## src/rtl/clock_enable_controller_if.sv

```systemverilog
// Control/status bundle for clock_enable_controller: mode, rate and step inputs,
// enable pulse and state outputs.
interface clock_enable_controller_if;
  logic [1:0] i_mode;
  logic [4:0] i_div_sel;
  logic       i_step_btn;
  logic       i_halt_req;
  logic       o_clk_en;
  logic [1:0] o_state;
  logic       o_halted;

  modport master (
    output i_mode, i_div_sel, i_step_btn, i_halt_req,
    input  o_clk_en, o_state, o_halted
  );

  modport slave (
    input  i_mode, i_div_sel, i_step_btn, i_halt_req,
    output o_clk_en, o_state, o_halted
  );
endinterface

```

## src/rtl/clock_enable_controller.sv

```systemverilog
// Single-clock execution-rate controller: emits a one-cycle CLK_EN pulse for
// halt / free-run at 2^DIV_SEL / debounced single-step operation.
module clock_enable_controller #(
  parameter int CNT_WIDTH       = 24,
  parameter int DEBOUNCE_CYCLES = 100000,
  parameter int DB_WIDTH        = 17
) (
  input  logic                       i_clk,
  input  logic                       i_rst,
  clock_enable_controller_if.slave   bus
);
  typedef enum logic [1:0] {
    S_HALT      = 2'b00,
    S_RUN       = 2'b01,
    S_STEP_WAIT = 2'b10,
    S_STEP_FIRE = 2'b11
  } state_t;

  localparam logic [4:0]           DIV_MAX = 5'(CNT_WIDTH - 1);
  localparam logic [DB_WIDTH-1:0]  DB_LAST = DB_WIDTH'(DEBOUNCE_CYCLES - 1);
  localparam logic [DB_WIDTH-1:0]  DB_ONE  = DB_WIDTH'(1);
  localparam logic [CNT_WIDTH-1:0] CNT_ONE = CNT_WIDTH'(1);

  state_t                r_state;
  logic                  r_clk_en;
  logic                  r_halted;
  logic [CNT_WIDTH-1:0]  r_cnt;
  logic [1:0]            r_sync;
  logic                  r_db_level;
  logic                  r_db_prev;
  logic [DB_WIDTH-1:0]   r_db_cnt;

  logic [4:0]            w_div_eff;
  logic [CNT_WIDTH-1:0]  w_term;
  logic                  w_step_req;

  assign w_div_eff  = (bus.i_div_sel > DIV_MAX) ? DIV_MAX : bus.i_div_sel;
  assign w_term     = (CNT_ONE << w_div_eff) - CNT_ONE;
  assign w_step_req = r_db_level & ~r_db_prev;

  // r_sync[0] may go metastable; only r_sync[1] feeds the debouncer.
  always_ff @(posedge i_clk or posedge i_rst) begin
    if (i_rst) begin
      r_sync     <= 2'b00;
      r_db_level <= 1'b0;
      r_db_prev  <= 1'b0;
      r_db_cnt   <= '0;
    end else begin
      r_sync    <= {r_sync[0], bus.i_step_btn};
      r_db_prev <= r_db_level;
      if (r_sync[1] == r_db_level) begin
        r_db_cnt <= '0;
      end else if (r_db_cnt == DB_LAST) begin
        r_db_level <= r_sync[1];
        r_db_cnt   <= '0;
      end else begin
        r_db_cnt <= r_db_cnt + DB_ONE;
      end
    end
  end

  always_ff @(posedge i_clk or posedge i_rst) begin
    if (i_rst) begin
      r_state  <= S_HALT;
      r_clk_en <= 1'b0;
      r_halted <= 1'b0;
      r_cnt    <= '0;
    end else begin
      r_clk_en <= 1'b0;
      if (bus.i_halt_req)
        r_halted <= 1'b1;
      else if (r_state == S_HALT && bus.i_mode == 2'b00)
        r_halted <= 1'b0;

      case (r_state)
        S_HALT: begin
          if (bus.i_mode == 2'b01 && !r_halted) begin
            r_state <= S_RUN;
            r_cnt   <= '0;
          end else if (bus.i_mode == 2'b10) begin
            r_state <= S_STEP_WAIT;
          end
        end
        S_RUN: begin
          // >= so a lowered DIV_SEL fires immediately instead of wrapping.
          if (bus.i_mode != 2'b01 || bus.i_halt_req) begin
            r_cnt   <= '0;
            r_state <= (bus.i_mode == 2'b10) ? S_STEP_WAIT : S_HALT;
          end else if (r_cnt >= w_term) begin
            r_clk_en <= 1'b1;
            r_cnt    <= '0;
          end else begin
            r_cnt <= r_cnt + CNT_ONE;
          end
        end
        S_STEP_WAIT: begin
          if (w_step_req) begin
            r_clk_en <= 1'b1;
            r_state  <= S_STEP_FIRE;
          end else if (bus.i_mode == 2'b01 && !r_halted) begin
            r_state <= S_RUN;
            r_cnt   <= '0;
          end else if (bus.i_mode == 2'b00 || bus.i_mode == 2'b11) begin
            r_state <= S_HALT;
          end
        end
        default: r_state <= S_STEP_WAIT;
      endcase
    end
  end

  assign bus.o_clk_en = r_clk_en;
  assign bus.o_state  = r_state;
  assign bus.o_halted = r_halted;
endmodule

```

## src/flat_wrapper.sv

```systemverilog
// flat-port wrapper written by rule: the top's interface ports become plain ports
module clock_enable_controller_flat 
#(
  parameter int CNT_WIDTH       = 24,
  parameter int DEBOUNCE_CYCLES = 100000,
  parameter int DB_WIDTH        = 17
)
  (i_clk, i_rst, bus_i_mode, bus_i_div_sel, bus_i_step_btn, bus_i_halt_req, bus_o_clk_en, bus_o_state, bus_o_halted);
  clock_enable_controller_if bus_i ();
  input  logic i_clk;
  input  logic i_rst;
  input wire logic [$bits(bus_i.i_mode)-1:0] bus_i_mode;
  input wire logic [$bits(bus_i.i_div_sel)-1:0] bus_i_div_sel;
  input wire logic [$bits(bus_i.i_step_btn)-1:0] bus_i_step_btn;
  input wire logic [$bits(bus_i.i_halt_req)-1:0] bus_i_halt_req;
  output wire logic [$bits(bus_i.o_clk_en)-1:0] bus_o_clk_en;
  output wire logic [$bits(bus_i.o_state)-1:0] bus_o_state;
  output wire logic [$bits(bus_i.o_halted)-1:0] bus_o_halted;
  assign bus_i.i_mode = bus_i_mode;
  assign bus_i.i_div_sel = bus_i_div_sel;
  assign bus_i.i_step_btn = bus_i_step_btn;
  assign bus_i.i_halt_req = bus_i_halt_req;
  assign bus_o_clk_en = bus_i.o_clk_en;
  assign bus_o_state = bus_i.o_state;
  assign bus_o_halted = bus_i.o_halted;
  clock_enable_controller #(.CNT_WIDTH(CNT_WIDTH), .DEBOUNCE_CYCLES(DEBOUNCE_CYCLES), .DB_WIDTH(DB_WIDTH)) u_core (.i_clk(i_clk), .i_rst(i_rst), .bus(bus_i));
endmodule
```

## config.mk

```make
export PLATFORM = sky130hd
export DESIGN_NAME = clock_enable_controller_flat
export DESIGN_NICKNAME = d
export VERILOG_FILES = /design/src/rtl/clock_enable_controller_if.sv /design/src/rtl/clock_enable_controller.sv /design/src/flat_wrapper.sv
export SDC_FILE = /design/constraint.sdc
export NUM_CORES = 1
export LEC_CHECK = 0
export BUFFER_PORTS_ARGS = -buffer_cell sky130_fd_sc_hd__buf_2
export CAP_MARGIN = 0
export CORE_MARGIN = 2
export CORE_UTILIZATION = 37
export CTS_CLUSTER_DIAMETER = 30
export CTS_CLUSTER_SIZE = 28
export DETAILED_ROUTE_END_ITERATION = 10
export HOLD_SLACK_MARGIN = 0.1
export SLEW_MARGIN = 20
export SYNTH_ARGS = -nofsm -noshare
export SYNTH_HDL_FRONTEND = slang
export SYNTH_SLANG_ARGS = --single-unit
export TNS_END_PERCENT = 20
```

## constraint.sdc

```tcl
create_clock -name i_clk -period 5.4 [get_ports i_clk]
set_input_delay 1.08 -clock i_clk [delete_from_list [all_inputs] [get_ports i_clk]]
set_output_delay 1.08 -clock i_clk [all_outputs]
set_load 0.1 [all_outputs]
```

==> impl_metrics.csv <==
group,metric,value,unit
synth,synth_cell_types,53,
flow_run,cap_violations,0,
placement,gp_congestion,0.953,
global_route,grt_pass1_wl,13.6,mm
timing,post-route-min-period,4.69,ns
route,finalWirelength,7.74,mm
worst_setup_path,worstSetupEndpointType,"flip-flop",
finish,antenna_cells,0,
cts,cts_tree,"done",
synth,async_flop_share,100,%
global_route,grt_util_all_layers,16.2,%
synth,synth_xor_area_share,6.83,%
power,powerDensity,205,nW/µm²
placement,dp_hpwl,5.69,mm
timing,period_share,86.8,%
timing,setup_viol,0,
cts,ctsHoldBuffers,0,
route,wire_per_inst,13.8,µm
die,die_w,103,µm
timing,skew,0.00598,ns
cts,cts_made_buffers,5,
finish,final_nets,477,
cts,htree_levels,2,
die,die_h,103,µm
cts,ctsResizeCount,0,
worst_setup_path,timing.rr.start,"u_core.bus.o_state[1]",
die,rows,35,
timing,rsz0062_at_grt,"false",
route,drt_iter0_drc,142,
worst_setup_path,path_cells,"buf_2 > inv_1 > nand2_1 > nor2_1 > nand2_1 > ha_1 > or2_2 > nor3_1 > a21oi_1 > nor2_1 > a21oi_1 > ha_1 > nand2_1 > a2111oi_0 > nand4_1 > nand3_1 > o21ai_0",
worst_hold_path,worstHoldStart,"u_core.r_sync[0]",
timing,fin_ws,0.713,ns
finish,fin_area,3840,µm²
global_route,overflow,0,
finish,multi_input_area,2210,µm²
finish,area_delta_synth_final,7.07,%
worst_setup_path,critical-path-max-stage-delay,0.50,ns
finish,drive_gt1_share,9.47,%
worst_setup_path,worstPathArrival,4.85,ns
synth,syn_area_per_cell,8.43,µm²
synth,yosys.area_share.simple,27.1,%
worst_hold_path,min_path_cells,0,
route,dr.pass1.iters,4,
worst_setup_path,reg2reg_depth,6,
timing,relSlewSlack,44.8,%
timing,tns,0,ns
die,die_area,10500,µm²
synth,synthCells,426,
placement,pre_cts_ws,0.423,ns
worst_setup_path,crit_fanout,18,
finish,seq_area,1230,µm²
worst_hold_path,hp-class,"flip-flop to flip-flop",
synth,synth_flop_cell,"dfrtp_1",
synth,synth_top_family_by_area,"simple AND/OR/NAND/NOR gates",
cts,clk_pin_slew_worst_paths,0.09,ns
route,vias_per_cell,5.38,
synth,synth_fa_ha_area_share,11.8,%
power,ir_worst_vdd,0.208,mV
die,core,9330,µm²
global_route,antenna_found_initial,0,
die,initial_utilization,38.5,%
synth,synth_compound_area_share,14.8,%
route,drc_errors,0,
route,ant_nets,0,
timing,max_freq,213,MHz
synth,synthMuxAreaShare,0.871,%
synth,synth_area,3590,µm²
status,outcome,"finished, final reports clean",
worst_setup_path,critPathKind,"input pin to flip-flop",
worst_setup_path,slowest_stage,"nand3_1",
cts,clockBufferDepth,2,
placement,placed_area,3760,µm²
cts,clockRootBuffer,"clkbuf_8",
synth,yosys_warnings,0,
synth,synth.yosys.seq_area_share,34.1,%
global_route,grt_pass1_vias,2912,
synth,ys_ff_latch,49,
route,num_vias,3024,
worst_setup_path,critPathRequiredTime,5.56,ns
power,power.leakage,1.77,nW
finish,fillers,932,
synth,synth-edff-count,0,
global_route,grt_max_degree,50,
cts,clock-sinks,49,
timing,worst_pin_slew,0.828,ns
synth,syn-num-nets,471,
timing,hold_ws,0.353,ns
placement,port_buffers,14,
worst_setup_path,worstSetupStartpointType,"input pin",
worst_setup_path,crit_path_frequent_cell,"nand2_1",
die,ios,15,
worst_setup_path,startpoint,"bus_i_div_sel[3]",
timing,slew_violations,0,
cts,clk_latency,0.30,ns
timing,final_hold_viol_count,0,
cts,cts_setup_buffers,0,
state kept, by name, indices dropped and copies added (netlist names):
signal	flops
u_core.r_cnt	24
u_core.r_db_cnt	17
u_core.bus.o_state	2
u_core.r_sync	2
u_core.bus.o_clk_en	1
u_core.bus.o_halted	1
u_core.r_db_level	1
u_core.r_db_prev	1
worst paths after layout:
path                                      endpoint  slack (ns)
worst max-delay path               u_core.r_cnt[0]        0.71
worst min-delay path              u_core.r_sync[1]        0.35
worst min register to register    u_core.r_sync[1]        0.35
max in group asynchronous       u_core.r_db_cnt[5]        4.00
worst max register to register     u_core.r_cnt[0]        2.96
min in group asynchronous         u_core.r_sync[0]        0.91
power by group:
part / switching (W) / internal (W)
clock network: 0.000122 / 0.0000896
registers: 0.0000183 / 0.000381
logic: 0.000126 / 0.0000523
cells in the final DEF (no fill, tap or decap), types with 4 or more instances in the layout:
cell type	count
nand2_1	56
dfrtp_1	49
nor2_1	45
ha_1	34
a21oi_1	32
xor2_1	21
nand3_1	19
o21ai_0	18
inv_1	16
buf_2	14
nand4_1	13
nor3_1	12
and3_1	11
o211ai_1	10
nor4_1	10
xnor2_1	7
or2_2	6
nand2b_1	5
clkbuf_8	5
a31oi_1	4
synthesized netlist by cell type, drive strengths merged, types with 2 or more instances:
cell	n	area, µm²
a21o	2	15.0
a21oi	33	169
a31oi	4	25.0
a32oi	2	17.5
and3	12	76.3
and4	3	26.3
clkbuf	16	70.1
dfrtp	49	1230
ha	34	425
inv	17	63.8
mux2i	2	20.0
nand2	56	210
nand2b	5	31.3
nand3	19	95.1
nand3b	3	22.5
nand4	14	103
nor2	45	169
nor3	13	76.3
nor4	10	62.6
nor4b	2	32.5
o211ai	11	96.3
o21ai	18	90.1
o22a	2	17.5
or2	6	37.5
or3	2	17.5
xnor2	7	61.3
xor2	21	184
worst max-delay path, delay by kind of cell:
kind	cells	cell delay [ns]
compound gates	4	0.76
fa+ha+maj	2	0.70
buf+inv	2	0.37
simple gates	9	1.95
stage by stage:
stage	total power, W	cells	util, %
4_1_cts	0.000801	562	41.2
3_5_place_dp	0.000586	554	40.3
6_report	0.000790	562	41.2
2_1_floorplan	0.000545	426	-
3_3_place_gp	0.000582	554	40.3
5_1_grt	0.000841	562	41.2
final cells by class:
class / count / area share, %
clock inverters: 3 / 0.456
clock buffers: 5 / 1.79
flip-flops and latches: 49 / 31.9
well taps: 129 / 4.20
repair buffers: 17 / 2.41
inverters: 17 / 1.69
multi-input cells: 342 / 57.6
metal layers:
layer / vias up / GRT usage [%] / share of wire, %
met5: - / 0 / 0
met4: 0 / 4.00 / 0.88
met3: 6 / 2.03 / 3.0
met2: 42 / 26.9 / 47
met1: 1438 / 22.5 / 49
li1: 1538 / - / -
kinds of logic (layout without fill, tap and decap cells):
family | count (synthesis) | count (layout)
muxes | 3 | 3
other | 1 | 1
buffers and inverters | 35 | 42
xor gates and xnor gates | 28 | 28
AOI/OAI and AO/OA | 84 | 84
DFF | 49 | 49
adders and majority gates | 34 | 34
and+or+nand+nor | 192 | 192
Note: power is estimated with default switching activity, not from simulation.
